File: src/rtl/rhd_seq_pkg.sv
// ----------------------------------------------------------------------------
// rhd_seq_pkg
// Shared definitions for the RHD acquisition sequencer:
//   - seq_state_e   : sequencer FSM state encoding (also visible on dbg_state)
//   - REG_*         : register offsets inside the RHD acquisition peripheral
//   - AXI_RESP_OKAY : the only B response treated as success
//   - STOP_WORD     : control word that halts acquisition
//   - is_wr_state() : true for the states that own an AXI4-Lite write
// ----------------------------------------------------------------------------
package rhd_seq_pkg;

    typedef enum logic [2:0] {
        ST_IDLE     = 3'd0,
        ST_WR_DELAY = 3'd1,
        ST_WR_PKT   = 3'd2,
        ST_WR_START = 3'd3,
        ST_RUN      = 3'd4,
        ST_WR_STOP  = 3'd5,
        ST_FINISH   = 3'd6
    } seq_state_e;

    localparam logic [7:0]  REG_CTRL      = 8'h00;
    localparam logic [7:0]  REG_DELAY     = 8'h04;
    localparam logic [7:0]  REG_PKT_LEN   = 8'h08;

    localparam logic [1:0]  AXI_RESP_OKAY = 2'b00;
    localparam logic [31:0] STOP_WORD     = 32'h0000_0000;

    function automatic logic is_wr_state(input seq_state_e s);
        return (s == ST_WR_DELAY) || (s == ST_WR_PKT) ||
               (s == ST_WR_START) || (s == ST_WR_STOP);
    endfunction

endpackage

File: src/rtl/rhd_axil_wr_xact.sv
// ----------------------------------------------------------------------------
// rhd_axil_wr_xact
// Runs one AXI4-Lite single-beat write per req_i pulse.
//
// Handshake rule (all three channels): a transfer happens on the rising edge
// where VALID and READY are both high; a master VALID, once raised, stays high
// with stable payload until that edge, and READY may be raised or lowered
// freely by the receiver.  AW and W are retired independently; BREADY is only
// raised once both have been retired.
//
// Ports:
//   clk, rst          clock, synchronous active-high reset
//   req_i             one-cycle launch; captures addr_i/data_i
//   addr_i, data_i    write address / data for the launched transaction
//   kill_i            abandon the transaction in flight (drops all valids)
//   done_o            high in the cycle of the B handshake
//   resp_o            BRESP, meaningful while done_o is high
//   m_aw*, m_w*, m_b* AXI4-Lite write channels (WSTRB is implicitly 4'hF)
// ----------------------------------------------------------------------------
module rhd_axil_wr_xact #(
    parameter int unsigned ADDR_W = 32
) (
    input  logic              clk,
    input  logic              rst,
    input  logic              req_i,
    input  logic [ADDR_W-1:0] addr_i,
    input  logic [31:0]       data_i,
    input  logic              kill_i,
    output logic              done_o,
    output logic [1:0]        resp_o,
    output logic [ADDR_W-1:0] m_awaddr,
    output logic              m_awvalid,
    input  logic              m_awready,
    output logic [31:0]       m_wdata,
    output logic              m_wvalid,
    input  logic              m_wready,
    input  logic [1:0]        m_bresp,
    input  logic              m_bvalid,
    output logic              m_bready
);

    logic              aw_pend_q;
    logic              w_pend_q;
    logic              aw_ok_q;
    logic              w_ok_q;
    logic              b_rdy_q;
    logic [ADDR_W-1:0] addr_q;
    logic [31:0]       data_q;

    always_ff @(posedge clk) begin
        if (rst) begin
            aw_pend_q <= 1'b0;
            w_pend_q  <= 1'b0;
            aw_ok_q   <= 1'b0;
            w_ok_q    <= 1'b0;
            b_rdy_q   <= 1'b0;
            addr_q    <= '0;
            data_q    <= '0;
        end else if (req_i) begin
            // A launch always wins: the sequencer starts the next write on
            // the same edge that retires (or abandons) the previous one.
            aw_pend_q <= 1'b1;
            w_pend_q  <= 1'b1;
            aw_ok_q   <= 1'b0;
            w_ok_q    <= 1'b0;
            b_rdy_q   <= 1'b0;
            addr_q    <= addr_i;
            data_q    <= data_i;
        end else if (kill_i) begin
            aw_pend_q <= 1'b0;
            w_pend_q  <= 1'b0;
            aw_ok_q   <= 1'b0;
            w_ok_q    <= 1'b0;
            b_rdy_q   <= 1'b0;
        end else begin
            if (aw_pend_q && m_awready) begin
                aw_pend_q <= 1'b0;
                aw_ok_q   <= 1'b1;
            end
            if (w_pend_q && m_wready) begin
                w_pend_q <= 1'b0;
                w_ok_q   <= 1'b1;
            end
            // BREADY rises the cycle after the later of the two handshakes.
            if (aw_ok_q && w_ok_q && !b_rdy_q) begin
                b_rdy_q <= 1'b1;
            end
            if (b_rdy_q && m_bvalid) begin
                b_rdy_q <= 1'b0;
                aw_ok_q <= 1'b0;
                w_ok_q  <= 1'b0;
            end
        end
    end

    assign m_awaddr  = addr_q;
    assign m_awvalid = aw_pend_q;
    assign m_wdata   = data_q;
    assign m_wvalid  = w_pend_q;
    assign m_bready  = b_rdy_q;
    assign done_o    = b_rdy_q & m_bvalid;
    assign resp_o    = m_bresp;

endmodule

File: src/rtl/rhd_acq_sequencer.sv
// ----------------------------------------------------------------------------
// rhd_acq_sequencer
// Configures and runs one acquisition on the RHD peripheral over AXI4-Lite:
// write delay (0x4), packet length (0x8), start word (0x0), stay in RUN for
// run_cycles clocks, write the stop word (0x0), pulse done.
//
// Ports:
//   aclk, areset               clock, synchronous active-high reset
//   start                      request a run (only honoured in IDLE)
//   abort                      end the run early
//   cfg_delay, cfg_pkt_len     register values, captured on start
//   run_cycles                 acquisition length in aclk cycles, captured
//   m_aw*, m_w*, m_b*          AXI4-Lite write master
//   busy                       high whenever not IDLE
//   done                       one-cycle pulse in FINISH
//   error                      sticky failure flag, cleared by the next start
//   dbg_state                  current FSM state (seq_state_e encoding)
//
// Build option: define RHD_SEQ_TIMEOUT_EN to enable a per-write watchdog of
// TIMEOUT_CYCLES cycles; without it a write waits for BVALID indefinitely.
// ----------------------------------------------------------------------------
module rhd_acq_sequencer
    import rhd_seq_pkg::*;
#(
    parameter int unsigned ADDR_W         = 32,
    parameter logic [31:0] START_WORD     = 32'h0000_0005,
    parameter int unsigned TIMEOUT_CYCLES = 1024
) (
    input  logic              aclk,
    input  logic              areset,
    input  logic              start,
    input  logic              abort,
    input  logic [31:0]       cfg_delay,
    input  logic [31:0]       cfg_pkt_len,
    input  logic [31:0]       run_cycles,
    output logic [ADDR_W-1:0] m_awaddr,
    output logic              m_awvalid,
    input  logic              m_awready,
    output logic [31:0]       m_wdata,
    output logic              m_wvalid,
    input  logic              m_wready,
    input  logic [1:0]        m_bresp,
    input  logic              m_bvalid,
    output logic              m_bready,
    output logic              busy,
    output logic              done,
    output logic              error,
    output logic [2:0]        dbg_state
);

    seq_state_e        state_q;
    seq_state_e        state_d;
    logic [31:0]       pkt_q;
    logic [31:0]       run_q;
    logic [31:0]       cnt_q;
    logic              abort_pend_q;
    logic              busy_q;
    logic              done_q;
    logic              error_q;

    logic              launch;
    logic [ADDR_W-1:0] wr_addr;
    logic [31:0]       wr_data;
    logic              err_set;
    logic              to_hit;
    logic              x_done;
    logic [1:0]        x_resp;

    // ------------------------------------------------------------------
    // Next-state and write-launch decode
    // ------------------------------------------------------------------
    always_comb begin
        state_d = state_q;
        err_set = 1'b0;
        launch  = 1'b0;
        wr_addr = '0;
        wr_data = '0;

        case (state_q)
            ST_IDLE: begin
                if (start) state_d = ST_WR_DELAY;
            end
            ST_WR_DELAY, ST_WR_PKT, ST_WR_START: begin
                if (to_hit) begin
                    err_set = 1'b1;
                    state_d = ST_WR_STOP;
                end else if (x_done) begin
                    if (x_resp != AXI_RESP_OKAY) begin
                        err_set = 1'b1;
                        state_d = ST_WR_STOP;
                    end else if (abort || abort_pend_q) begin
                        // An abort seen during this write takes effect only
                        // once the write has been answered.
                        state_d = ST_WR_STOP;
                    end else if (state_q == ST_WR_DELAY) begin
                        state_d = ST_WR_PKT;
                    end else if (state_q == ST_WR_PKT) begin
                        state_d = ST_WR_START;
                    end else begin
                        state_d = ST_RUN;
                    end
                end
            end
            ST_RUN: begin
                // cnt_q <= 1 also covers run_cycles == 0 (one RUN cycle).
                if (abort || (cnt_q <= 32'd1)) state_d = ST_WR_STOP;
            end
            ST_WR_STOP: begin
                if (to_hit) begin
                    err_set = 1'b1;
                    state_d = ST_FINISH;
                end else if (x_done) begin
                    if (x_resp != AXI_RESP_OKAY) err_set = 1'b1;
                    state_d = ST_FINISH;
                end
            end
            ST_FINISH: begin
                state_d = ST_IDLE;
            end
            default: begin
                state_d = ST_IDLE;
            end
        endcase

        // A write is launched on the edge that enters its state, so the
        // valids are already up in the first cycle of that state.
        if ((state_d != state_q) && is_wr_state(state_d)) begin
            launch = 1'b1;
        end

        case (state_d)
            ST_WR_DELAY: begin
                // Launched only from IDLE, i.e. in the capture cycle itself,
                // so the live input is the captured value.
                wr_addr = ADDR_W'(REG_DELAY);
                wr_data = cfg_delay;
            end
            ST_WR_PKT: begin
                wr_addr = ADDR_W'(REG_PKT_LEN);
                wr_data = pkt_q;
            end
            ST_WR_START: begin
                wr_addr = ADDR_W'(REG_CTRL);
                wr_data = START_WORD;
            end
            ST_WR_STOP: begin
                wr_addr = ADDR_W'(REG_CTRL);
                wr_data = STOP_WORD;
            end
            default: begin
                wr_addr = '0;
                wr_data = '0;
            end
        endcase
    end

    // ------------------------------------------------------------------
    // FSM state, captured configuration and registered status outputs
    // ------------------------------------------------------------------
    always_ff @(posedge aclk) begin
        if (areset) begin
            state_q      <= ST_IDLE;
            pkt_q        <= '0;
            run_q        <= '0;
            cnt_q        <= '0;
            abort_pend_q <= 1'b0;
            busy_q       <= 1'b0;
            done_q       <= 1'b0;
            error_q      <= 1'b0;
        end else begin
            state_q <= state_d;
            busy_q  <= (state_d != ST_IDLE);
            done_q  <= (state_d == ST_FINISH);

            if ((state_q == ST_IDLE) && start) begin
                pkt_q        <= cfg_pkt_len;
                run_q        <= run_cycles;
                error_q      <= 1'b0;
                abort_pend_q <= 1'b0;
            end else if (err_set) begin
                error_q <= 1'b1;
            end

            if (abort && ((state_q == ST_WR_DELAY) || (state_q == ST_WR_PKT) ||
                          (state_q == ST_WR_START))) begin
                abort_pend_q <= 1'b1;
            end

            if (state_d == ST_RUN) begin
                cnt_q <= (state_q == ST_RUN) ? (cnt_q - 32'd1) : run_q;
            end else begin
                cnt_q <= '0;
            end
        end
    end

    // ------------------------------------------------------------------
    // Optional B-response watchdog
    // ------------------------------------------------------------------
`ifdef RHD_SEQ_TIMEOUT_EN
    logic [31:0] to_cnt_q;

    always_ff @(posedge aclk) begin
        if (areset) begin
            to_cnt_q <= '0;
        end else if ((state_d != state_q) || !is_wr_state(state_q)) begin
            to_cnt_q <= '0;
        end else begin
            to_cnt_q <= to_cnt_q + 32'd1;
        end
    end

    // Fires in the TIMEOUT_CYCLES-th cycle spent in a write state.
    assign to_hit = is_wr_state(state_q) && (to_cnt_q == 32'(TIMEOUT_CYCLES - 1));
`else
    logic unused_timeout;
    assign unused_timeout = (TIMEOUT_CYCLES == 0);
    assign to_hit         = 1'b0;
`endif

    // ------------------------------------------------------------------
    // Single-write engine
    // ------------------------------------------------------------------
    rhd_axil_wr_xact #(
        .ADDR_W (ADDR_W)
    ) u_wr (
        .clk       (aclk),
        .rst       (areset),
        .req_i     (launch),
        .addr_i    (wr_addr),
        .data_i    (wr_data),
        .kill_i    (to_hit),
        .done_o    (x_done),
        .resp_o    (x_resp),
        .m_awaddr  (m_awaddr),
        .m_awvalid (m_awvalid),
        .m_awready (m_awready),
        .m_wdata   (m_wdata),
        .m_wvalid  (m_wvalid),
        .m_wready  (m_wready),
        .m_bresp   (m_bresp),
        .m_bvalid  (m_bvalid),
        .m_bready  (m_bready)
    );

    assign busy      = busy_q;
    assign done      = done_q;
    assign error     = error_q;
    assign dbg_state = state_q;

endmodule

File: config.mk
export PLATFORM = sky130hd
export DESIGN_NAME = rhd_acq_sequencer
export DESIGN_NICKNAME = d
export VERILOG_FILES = /design/src/rtl/rhd_seq_pkg.sv /design/src/rtl/rhd_axil_wr_xact.sv /design/src/rtl/rhd_acq_sequencer.sv
export SDC_FILE = /design/constraint.sdc
export NUM_CORES = 1
export LEC_CHECK = 0
export ABC_AREA = 0
export CELL_PAD_IN_SITES_DETAIL_PLACEMENT = 0
export CELL_PAD_IN_SITES_GLOBAL_PLACEMENT = 2
export CORE_ASPECT_RATIO = 0.5
export CORE_MARGIN = 2
export CORE_UTILIZATION = 32
export CTS_CLUSTER_DIAMETER = 30
export DETAILED_ROUTE_END_ITERATION = 6
export PLACE_DENSITY = 0.9
export SLEW_MARGIN = 40
export SYNTH_ARGS = -nofsm -noshare
export SYNTH_HDL_FRONTEND = slang
export SYNTH_HIERARCHICAL = 1
export SYNTH_SLANG_ARGS = --single-unit
File: constraint.sdc
create_clock -name aclk -period 3.4 [get_ports aclk]
set_clock_uncertainty 0.1 [all_clocks]
set_input_delay 0.34 -clock aclk [delete_from_list [all_inputs] [get_ports aclk]]
set_output_delay 0.34 -clock aclk [all_outputs]
set_load 0.02 [all_outputs]
---- Word-level counts from Yosys, hierarchy flattened ----
Cells that the tools add are included.
word-level totals
  register bits ........................... 172
  input bits .............................. 105
  output and inout port bits .............. 73
  word-level logic and storage cells ...... 80
operators by class
  add/sub/neg operators ................... 1
  $lt $le $gt $ge ......................... 1
  equal/unequal tests ..................... 12
  multiplexer cells ....................... 22
  bitwise operators ....................... 2
  reductions and logical operators ........ 27
operators with widths
  kind                     count
  $pmux W32 S3             1
  $le A32 B1 Y1 const B    1
  $mux W32                 1
  $sub A32 B1 Y32 const B  1
  $mux W3                  8
  $eq A3 B3 Y1 const B     5
  $eq A3 B2 Y1 const B     4
  $pmux W3 S4              1
  $mux W1                  10
  $logic_and A1 B1 Y1      8
  $pmux W4 S2              1
  $reduce_bool A2 Y1       4
  $logic_or A1 B1 Y1       7
  $eq A3 B1 Y1 const B     2
  $reduce_or A3 Y1         2
  $reduce_or A2 Y1         2
  $reduce_or A4 Y1         1
  $logic_not A3 Y1         1
  $ne A3 B3 Y1             1
  $reduce_bool A3 Y1       1
  $and A1 B1 Y1            1
  $logic_not A1 Y1         1
  $not A1 Y1               1

---- Depth between registers and ports, before layout ----
Gate-level depths: netlist of run 1.
  depth after elaboration ................. 14
  depth in mapped cells ................... 12
  depth with buffers taken out ............ 9

---- Hierarchy ----
Netlist of run 1, hierarchy kept.
by module, submodules not included
  module             instances  cells an instance  area each (µm²)  sequential area each (µm²)
  rhd_acq_sequencer  1          653                5031.1           2062.0
  rhd_axil_wr_xact   1          227                2436.1           1381.3

---- Least setup slack after synthesis of run 1 ----
OpenSTA, ideal clock, no wires.
  path kind ............................... register to register
  start ................................... register u_wr.b_rdy_q (netlist: u_wr/m_bready)
  end ..................................... register u_wr.aw_ok_q
  setup time .............................. 0.064 ns
  arrival time ............................ 2.296 ns
  data required time ...................... 3.236 ns
  setup slack ............................. 0.940 ns
  cell stages (with the launch flop) ...... 11
  buffers on the path ..................... 3
  clock period less this slack ............ 2.460 ns
  path through ............................ dfxtp_1 > and2_1 > clkbuf_1 > nand2_1 > a311oi_2 > a22oi_1 > a21o_1 > buf_2 > buf_6 > a2111o_1 > nor2_1
between the ends
  longest elaborated chain between the ends .. 10
  elaborated cells on any way between the ends .. 16
  classes of those cells .................. 5 x eq/ne; 4 x mux; 1 x bitwise; 6 x reduce/logical
ends and longest elaborated chain
  element                                       line                                               RTL
  from (decl)                                   rhd_axil_wr_xact.sv:46                             logic b_rdy_q;
  from (signal assigned)                        rhd_axil_wr_xact.sv:56                             b_rdy_q <= 1'b0;
  from (signal assigned)                        rhd_axil_wr_xact.sv:66                             b_rdy_q <= 1'b0;
  from (signal assigned)                        rhd_axil_wr_xact.sv:74                             b_rdy_q <= 1'b0;
  $and A1 B1 Y1 (*)                             rhd_axil_wr_xact.sv:101                            assign done_o = b_rdy_q & m_bvalid;
  net x_done                                    rhd_acq_sequencer.sv:66                            logic x_done;
  $mux W3, on equally long branches             rhd_acq_sequencer.sv:112, rhd_acq_sequencer.sv:87
  $pmux W3 S4 (*)                               rhd_acq_sequencer.sv:79                            case (state_q)
  $eq A3 B1 Y1 or $eq A3 B2 Y1 (tied branches)  rhd_seq_pkg.sv:30                                  return (s == ST_WR_DELAY) || (s == ST_WR_PKT) ||
  $logic_or A1 B1 Y1 (2 in a row)               rhd_seq_pkg.sv:30
  $logic_or A1 B1 Y1                            rhd_seq_pkg.sv:31                                  (s == ST_WR_START) || (s == ST_WR_STOP);
  $logic_and A1 B1 Y1 (*)                       rhd_acq_sequencer.sv:127                           if ((state_d != state_q) && is_wr_state(state_d)) begin
  $mux W1 (*)                                   rhd_acq_sequencer.sv:127
  net launch                                    rhd_acq_sequencer.sv:61                            logic launch;
  $reduce_or A3 Y1 (no source line) (*)         -
  to (signal assigned)                          rhd_axil_wr_xact.sv:54                             aw_ok_q <= 1'b0;
  to (signal assigned)                          rhd_axil_wr_xact.sv:64                             aw_ok_q <= 1'b0;
  to (signal assigned)                          rhd_axil_wr_xact.sv:72                             aw_ok_q <= 1'b0;
  to (decl)                                     rhd_axil_wr_xact.sv:44                             logic aw_ok_q;
The timed path passes the listed nets; every way through them passes the cells marked *.
A chain may end at the register's enable or synchronous reset.

---- Worst setup path after layout of run 1 ----
  start ................................... register cnt_q[18]
  end ..................................... register u_wr.data_q[8] (netlist: u_wr/m_wdata[8])
between the ends
  longest elaborated chain between the ends .. 10
  elaborated cells on any way between the ends .. 15
  classes of those cells .................. 1 x order compare; 5 x eq/ne; 4 x mux; 5 x reduce/logical
ends and longest elaborated chain
  element                                       line                      RTL
  from (decl)                                   rhd_acq_sequencer.sv:55   logic [31:0] cnt_q;
  from (signal assigned)                        rhd_acq_sequencer.sv:190  cnt_q <= (state_q == ST_RUN) ? (cnt_q - 32'd1) : run_q;
  $le A32 B1 Y1 (*)                             rhd_acq_sequencer.sv:106  if (abort || (cnt_q <= 32'd1)) state_d = ST_WR_STOP;
  $logic_or A1 B1 Y1 (*)                        rhd_acq_sequencer.sv:106
  $mux W3 (*)                                   rhd_acq_sequencer.sv:106
  $pmux W3 S4 (*)                               rhd_acq_sequencer.sv:79
  $eq A3 B1 Y1 or $eq A3 B2 Y1 (tied branches)  rhd_seq_pkg.sv:30
  $logic_or A1 B1 Y1 (2 in a row)               rhd_seq_pkg.sv:30
  $logic_or A1 B1 Y1                            rhd_seq_pkg.sv:31
  $logic_and A1 B1 Y1 (*)                       rhd_acq_sequencer.sv:127
  $mux W1 (*)                                   rhd_acq_sequencer.sv:127
  net launch                                    rhd_acq_sequencer.sv:61
  to (signal assigned)                          rhd_axil_wr_xact.sv:68    data_q <= data_i;
  to (decl)                                     rhd_axil_wr_xact.sv:48    logic [31:0] data_q;
Marked as above.

==> results.md, run 1 <==
Clocking:
- The buffers inserted during post-CTS setup optimization is 0.
- The number of sinks driven by the clock tree is approximately 170.
- The clock tree buffer depth is 2.
- The count of H-tree levels built during CTS is 4.
- Hold repair after CTS inserted 0 buffers.
- Buffers inserted during clock tree synthesis total 17.
- For the worst-skew pair, the clock arrives at the later sink with an insertion delay of between 0.4 and 0.5 ns.
- TritonCTS built the clock tree.
- The count of cells resized by post-cts repair is 0.
- The cell sitting at the root of the clock tree is a clkbuf_16.
- The clock input transition at the sequential cells of the worst setup and hold paths is 0.07 ns.

Place:
- At the end of routability-driven placement, the weighted congestion stood at about 0.78.
- Summed over all nets, the half-perimeter wirelength after detailed placement is 13.5 mm.
- The count of input and output buffers is about 180.
- The number of placed instances, taps included, is around 1,300.
- At the placement stage, the worst setup path has a slack of ~0.39 ns.

Floorplan:
- During I/O placement, the number of pins put on the boundary was approximately 180.
- The core box area is around 23,000 µm².
- The initialized floorplan defines 39 standard-cell rows.
- The die covers about 25,000 µm².
- In this run the vertical extent of the chip is 112 µm.
- The effective utilization at floorplan is 0.327.
- From left edge to right edge, the die measures between 200 and 250 µm.

Min path:
- In this run the most critical hold path is launched from areset.
- The class of the most critical hold timing path is in -> reg.
- Counting instances, the worst hold path has a depth of 2.

Power and ir drop:
- The internal power of the cells is 0.00369 W.
- Of the total power, the share spent switching nets is 0.264.
- The analysis attributes to cell leakage a power of between 3 and 4 nW.
- The part of the total power dissipated in combinational logic is 0.169.
- The highest ir drop seen on vdd is approximately 280 µV.
- The clock group share of total power is 0.391.
- Power spread over the standard cell area amounts to just under 500 nW/µm².
- The analysis attributes to net switching a power of approximately 0.0013 W.
- The share of total power in sequential cells is 0.440.

STA:
- Setup repair after global routing left no endpoint under its margin.
- Setup violations remaining at the end of the flow were counted as 0.
- The number of hold-slack violations in the final timing report came to 0.
- The post-layout worst setup margin is about 0.58 ns.
- For the pin with the worst max-slew slack, the measured transition is between 0.6 and 0.7 ns.
- Setup total negative slack on the finished layout was measured at 0 ns.
- The worst relative slew slack is 0.597.
- The worst path needs 2.82 ns of the cycle, external delays included.
- Based on the critical path, the design can be clocked at up to 0.355 GHz.
- The number of max-slew violations in the final report is 0.
- The portion of the clock cycle consumed by the worst path in the final layout is 0.828.

Global routing:
- The overall routing resource usage is 0.167.
- Entering global routing, the biggest net connects 65 pins.
- The first global-routing pass estimated about 33 mm of wire.
- The number of antenna violations at the first check in global routing was 0.
- Global routing finished with a remaining overflow of 0.
- The number of global-route vias before repair is 6,338.

Setup path:
- The largest driver fanout on the critical path is 18.
- Counting cells, the worst reg-to-reg path comes to 8.
- The origin of the worst setup path is cnt_q[18].
- The worst setup path is captured at a flip-flop.
- The endpoint of the worst register-to-register path is u_wr/m_wdata[8].
- Data on the critical path is required at its endpoint by ~3.6 ns.
- The endpoint of the worst setup timing path is u_wr/m_wdata[8].
- STA classifies the critical path startpoint as a flip-flop.
- The startpoint identified for the worst register-to-register timing path is cnt_q[18].
- Data on the critical path arrives at its endpoint at 3.02 ns.
- The register-to-register setup slack is between 0.5 and 0.6 ns.
- The worst setup path is of the reg -> reg kind.

Yosys:
- The summed instance area of the synthesized netlist is about 7500 µm².
- After synthesis the netlist holds a flip-flop and latch count of roughly 170.
- The cell count after synthesis came out at a little under 900.
- For this run, the leading register cell type out of synthesis is dfxtp_1.
- Sorting the synthesized cells by area gives the leading types as dfxtp_1 (46%), mux2i_1 (13%), nand2_1 (10%).
- After synthesis, the share of flip-flops with an asynchronous set or reset is 0.
- The average instance in the mapped netlist occupies 8.49 µm².
- The share of synthesized area in the top cell type comes to 0.461.
- The sequential cell area fraction in the yosys report is 0.461.
- The number of enable-type register cells in the synthesized netlist is 0.
- Synthesis instantiated 52 different standard cells from the library.
- Yosys printed 6 warnings.
- The biggest area contributor in the post-synthesis netlist is dfxtp_1.

Drt:
- The total wirelength of the detailed-routed design is about 20 mm.
- The count of unresolved DRC violations after routing is 0.
- The first-pass iteration count of the detailed router is 4.
- The per-cell routed wire length is approximately 15 µm.
- In this run the remaining antenna-violating nets after routing total 0.
- Across all layers, the routed design uses about 6,400 vias.
- The number of DRC violations after detailed-routing iteration 0 is about 370.
- The number of vias per cell after detailed routing is around 4.6.

Finish:
- Of the cells placed in the final design, the portion with a size suffix greater than 1 is 0.0624.
- The count of cells in the finished layout, fillers not included, comes to approximately 1,400.
- The net count of the finished layout is 1,167.
- The area added between synthesis and finish is 36.7%.
- 0 antenna diodes ended up in the layout.
- The number of fill cells in the layout is 2,282.

Flow run:
- Max-cap violations in this run came to 0.

Status:
- The flow ran to the end, and the final reports show no timing, DRC or antenna violations.
## kinds of logic after synthesis
logic type	share of synthesized area
buffers and inverters	0.0472
AND/OR/NAND/NOR	0.222
XOR/XNOR	0.0317
AO/OA/AOI/OAI	0.106
flip-flops	0.461
multiplexers	0.127
adder cells (fa/ha/maj)	0.00486
other	0.000502
## layout make-up
| class | instances | area [µm²] | area share |
|---|---|---|---|
| Sequential cell | 172 | 3440 | 0.337 |
| Multi-Input combinational cell | 672 | 3830 | 0.375 |
| Clock buffer | 20 | 457 | 0.0447 |
| Inverter | 4 | 15.0 | 0.00147 |
| Tap cell | 307 | 384 | 0.0376 |
| Clock inverter | 12 | 139 | 0.0136 |
| Timing Repair Buffer | 193 | 1940 | 0.190 |
## critical path: stages (launching register included)
cell and delay, ns:
dfxtp_1 0.34, nor4_1 0.39, nand3_1 0.28, nand4b_2 0.37, a22oi_1 0.28, a21o_4 0.33
buf_4 0.32, mux2i_1 0.22, nor2_1 0.05
## layout by cell type (no fill, tap or decap), types with 3 or more instances in the layout
cell / n
o21ai_0: 3
clkdlybuf4s50_1: 176
nand2_1: 206
nor2_1: 119
nor3b_1: 3
clkinvlp_4: 4
dfxtp_1: 172
a211oi_1: 29
nor4_1: 10
conb_1: 33
a21oi_1: 80
a311oi_1: 5
nor3_1: 10
clkbuf_16: 17
inv_1: 4
clkinv_4: 3
mux2i_1: 95
buf_4: 13
buf_12: 4
xor2_1: 5
nand3_1: 4
xnor2_1: 22
## cell usage after synthesis (3+ instances only)
master / count
a211oi_1: 29
xor2_1: 5
mux2i_1: 95
a21oi_1: 81
clkbuf_1: 39
and2_1: 3
nor4_1: 10
o21ai_0: 3
buf_6: 3
buf_1: 4
dfxtp_1: 172
buf_4: 9
nor2_1: 120
buf_2: 7
nor3b_1: 3
nand3_1: 5
inv_1: 4
a311oi_1: 5
xnor2_1: 22
nor3_1: 11
nand2_1: 206
## stage by stage
step	power [W]	hold WS, ns	utilization	cell area (µm²)
finish	0.00502	0.240	0.447	10200
global route	0.00525	0.244	0.447	10200
CTS	0.00509	0.223	0.447	10200
detailed placement	0.00310	0.347	0.421	9610
global placement	0.00309	0.342	0.421	9610
floorplan	0.00274	0.337	-	7590
## routing by layer
| layer | track usage | wire length [µm] |
|---|---|---|
| met5 | 0 | 0 |
| met3 | 0.0491 | 791 |
| met1 | 0.209 | 9350 |
| met4 | 0.0541 | 270 |
| met2 | 0.278 | 9630 |
## sequential cells by signal, summed over array words and instances, names as in the netlist
name and count:
abort_pend_q 1, busy 1, cnt_q 32, dbg_state 3, done 1, error 1, pkt_q 32, run_q 32
u_wr/aw_ok_q 1, u_wr/m_awaddr 32, u_wr/m_awvalid 1, u_wr/m_bready 1, u_wr/m_wdata 32, u_wr/m_wvalid 1, u_wr/w_ok_q 1
## power groups by stage
| stage | clock (W) | combinational [W] | sequential, W |
|---|---|---|---|
| after floorplan | 0 | 0.000410 | 0.00233 |
| after global placement | 0 | 0.000846 | 0.00225 |
| after detailed placement | 0 | 0.000853 | 0.00225 |
| after CTS | 0.00203 | 0.000858 | 0.00221 |
| after global routing | 0.00211 | 0.000922 | 0.00222 |
| final | 0.00196 | 0.000846 | 0.00221 |
## how the worst min path moves through the flow
stage | to | slack, ns
2_1_floorplan | pkt_q[0] | 0.34
3_3_place_gp | pkt_q[27] | 0.34
3_5_place_dp | run_q[23] | 0.35
4_1_cts | u_wr/m_awaddr[5] | 0.22
5_1_grt | u_wr/m_awaddr[5] | 0.24
6_report | u_wr/m_wdata[31] | 0.24
(Power assumes the default switching activity.)
==> run 2: changes to the inputs <==
--- a/config.mk
+++ b/config.mk
@@ -10,10 +10,10 @@
 export CELL_PAD_IN_SITES_GLOBAL_PLACEMENT = 2
 export CORE_ASPECT_RATIO = 0.5
 export CORE_MARGIN = 2
-export CORE_UTILIZATION = 32
+export CORE_UTILIZATION = 29
 export CTS_CLUSTER_DIAMETER = 30
 export DETAILED_ROUTE_END_ITERATION = 6
-export PLACE_DENSITY = 0.9
+export PLACE_DENSITY = 0.83
 export SLEW_MARGIN = 40
 export SYNTH_ARGS = -nofsm -noshare
 export SYNTH_HDL_FRONTEND = slang
==> constraint.sdc (replaced) <==
create_clock -name aclk -period 2.82 [get_ports aclk]
set_clock_uncertainty 0.1 [all_clocks]
set_input_delay 0.282 -clock aclk [delete_from_list [all_inputs] [get_ports aclk]]
set_output_delay 0.282 -clock aclk [all_outputs]
set_load 0.02 [all_outputs]
==> run 2 against run 1 <==
Non-clock buffer count increased by 10. Combinational power increased by 24%. Global-route usage decreased by 0.96 points. Register-to-register slack got worse by 0.39 ns. Critical endpoint is now u_wr/m_wdata[5]. Largest cell class unchanged. Highest routed layer unchanged.
==> results.md, run 2 (same netlist as run 1, synthesis figures left out) <==
Global routing:
- The pin count of the biggest net entering global routing is 73 (+12%).
- The sum of overflow across all layers after global routing came to 0 (unchanged).
- The number of global-route vias before repair was 6,397 (+0.93%).
- The first-pass GRT wire length is 33.8 mm (+3.7%).
- The overall routing resource usage came to 0.158 (-0.00956).
- The number of antenna violations at the first check in global routing is 0 (unchanged).

Finish:
- The proportion of layout cells with a drive suffix above 1 is 0.0711 (+0.00866).
- The antenna cell count was 0 (unchanged).
- The multi-input gate area in the final layout is 3830 µm² (unchanged).
- The sequential standard cell area is 3440 µm² (unchanged).
- The area growth from synthesis to layout is 38.9%.
- The number of fill cells in the layout came to 2,552 (+12%).
- Leaving out fill and tap cells, the most frequent cell in the layout is nand2_1.
- In the layout the commonest cells are nand2_1 (206), clkdlybuf4s50_1 (176), dfxtp_1 (172).
- The net count of the finished layout is 1,177 (+0.86%).
- The final instance area came to 10,400 µm² (+1.6%).

Floorplan:
- The row count was 41 (+5.1%).
- The effective utilization at floorplan came to 0.296 (-0.0311).
- The I/O pin total is 178 (unchanged).
- The die width is 231 µm (+5.0%).
- The core box area is 25,200 µm² (+11%).
- The floorplan die area is 27,100 µm² (+10%).
- The die outline height came to 117 µm (+4.9%).

Drt:
- The total wirelength of the detailed-routed design is 21.1 mm (+5.0%).
- The first-pass iteration count of the detailed router is 5 (+1).
- The count of unresolved DRC violations after routing is 0 (unchanged).
- The via count came to 6,455 (+1.4%).
- The number of vias per cell after detailed routing is 4.52 (-2.0%).
- The number of DRC violations after detailed-routing iteration 0 is 276 (-25%).
- The per-cell routed wire length was 14.8 µm (+1.6%).
- The residual antenna-violating net count after detailed routing came to 0 (unchanged).

Setup path:
- The startpoint type of the worst setup path is a flip-flop.
- The critical path starts at dbg_state[0].
- The register-to-register setup slack is 0.20 ns (-0.39 ns).
- The critical path data arrival time is 2.90 ns (-0.12 ns).
- The most critical setup path has its endpoint at u_wr/m_wdata[5].
- The type of the worst setup path is reg -> reg.
- STA classifies the critical path endpoint as a flip-flop.
- The largest driver fanout on the critical path is 19 (+1).
- The worst register-to-register path ends at u_wr/m_wdata[5].
- The worst endpoint required time is 3.09 ns (-0.51 ns).
- The reg-to-reg critical path startpoint is dbg_state[0].
- The cell count of the worst reg-to-reg path is 9 (+1).

Clocking:
- The number of sinks driven by the clock tree is 172 (unchanged).
- The number of buffers added by the clock tree synthesis step is 17 (unchanged).
- The insertion delay to the later sink of the worst-skew pair is 0.45 ns (+0.02 ns).
- The clock tree buffer depth came to 2 (unchanged).
- The clock input transition at the sequential cells of the worst setup and hold paths is 0.07 ns (about the same).
- The count of hold buffers inserted by post-cts repair is 0 (unchanged).
- The CTS root buffer is clkbuf_16.
- The count of H-tree levels built during CTS is 4 (unchanged).
- TritonCTS built the clock tree.
- The buffers inserted during post-CTS setup optimization is 0 (unchanged).
- The count of cells resized by post-cts repair is 0 (unchanged).

STA:
- The shortest period the worst path allows is 2.62 ns (-0.193 ns).
- The portion of the clock cycle consumed by the worst path in the final layout was 0.930 (+0.102).
- The number of failing setup endpoints in the final timing report was 0 (unchanged).
- The fmax came to 0.381 GHz (+7.3%).
- The worst relative slew slack is 0.598 (+0.000781).
- The post-layout worst setup margin is 0.196 ns (-0.387 ns).
- The number of max-slew violations in the final report is 0 (unchanged).
- The number of hold-slack violations in the final timing report is 0 (unchanged).
- Setup repair after global routing left no endpoint under its margin.
- The slew at the pin closest to its max-slew limit was 0.603 ns (-0.00117 ns).

Place:
- The sum of net half-perimeters after detailed placement is 14.5 mm (+7.6%).
- The count of input and output buffers is 177 (unchanged).
- The placement-stage cell area is 9790 µm² (+1.9%).
- The last weighted congestion value of the routability-driven placer is 0.767 (-1.5%).
- The setup slack after placement is -0.0289 ns (-0.417 ns).

Flow run:
- The count of maximum capacitance violations was 0 (unchanged).

Power and ir drop:
- The power density over the cells is 586 nW/µm² (+19%).
- The highest ir drop seen on vdd is 394 µV (+42%).
- The leakage power total is 4.06 nW (+1.6%).

Min path:
- In this run the worst hold path is classified as in -> reg.

Status:
- The run finished with clean final reports.
==> run 2: cell count changes in the layout (fill, tap and decap cells not counted) <==
cell	before	now
buf_16	0	1
clkinv_4	3	1
clkinv_2	1	3
buf_4	13	19
buf_12	4	7
inv_6	2	3
clkbuf_8	2	1
==> run 2: report_power, final <==
group	internal, W	leakage [nW]	switching, W
clock network	0.00133	0.276	0.00103
logic	0.000533	2.38	0.000514
registers	0.00258	1.41	0.0000838
total	0.00444	4.06	0.00163
==> run 2: critical path: stages (launching register included) <==
cell      delay, ns
dfxtp_1        0.61
nor2_1         0.18
a32o_1         0.31
a311oi_2       0.37
buf_4          0.19
and2_2         0.21
buf_12         0.20
mux2i_1        0.20
mux2i_1        0.10
nor2_1         0.08
==> run 2: cell type report <==
| type | count | area share |
|---|---|---|
| sequential | 172 | 0.332 |
| timing repair buffer | 203 | 0.200 |
| clock buffer | 19 | 0.0427 |
| multi-input combinational | 672 | 0.369 |
| clock inverter | 13 | 0.0135 |
| inverter | 4 | 0.00145 |
| tap | 344 | 0.0415 |
==> run 2: metal layers <==
| metal | global-route usage | part of all wire | up-vias |
|---|---|---|---|
| met1 | 0.196 | 0.47 | 3061 |
| met3 | 0.0497 | 0.040 | 14 |
| li1 | - | - | 3310 |
| met5 | 0 | 0 | - |
| met4 | 0.0431 | 0.011 | 0 |
| met2 | 0.264 | 0.48 | 70 |
==> run 2: worst min path at each step <==
stage | slack [ns] | to | startpoint | depth (start not counted)
2_1_floorplan | 0.32 | pkt_q[0] | cfg_pkt_len[0] | 2
3_3_place_gp | 0.34 | pkt_q[16] | pkt_q[16] | 2
3_5_place_dp | 0.35 | pkt_q[12] | pkt_q[12] | 2
4_1_cts | 0.12 | dbg_state[1] | areset | 2
5_1_grt | 0.14 | dbg_state[1] | areset | 2
6_report | 0.15 | dbg_state[1] | areset | 2
==> run 2: metrics by stage <==
stage               TNS, ns  hold WS [ns]  total power, W   util  instances
floorplan                 0         0.318         0.00330      -        912
detailed placement  -0.0795         0.350         0.00378  0.388       1395
finish                    0         0.147         0.00607  0.411       1427
CTS                       0         0.123         0.00618  0.411       1427
global placement    -0.0116         0.343         0.00377  0.387       1394
global route              0         0.143         0.00638  0.411       1427
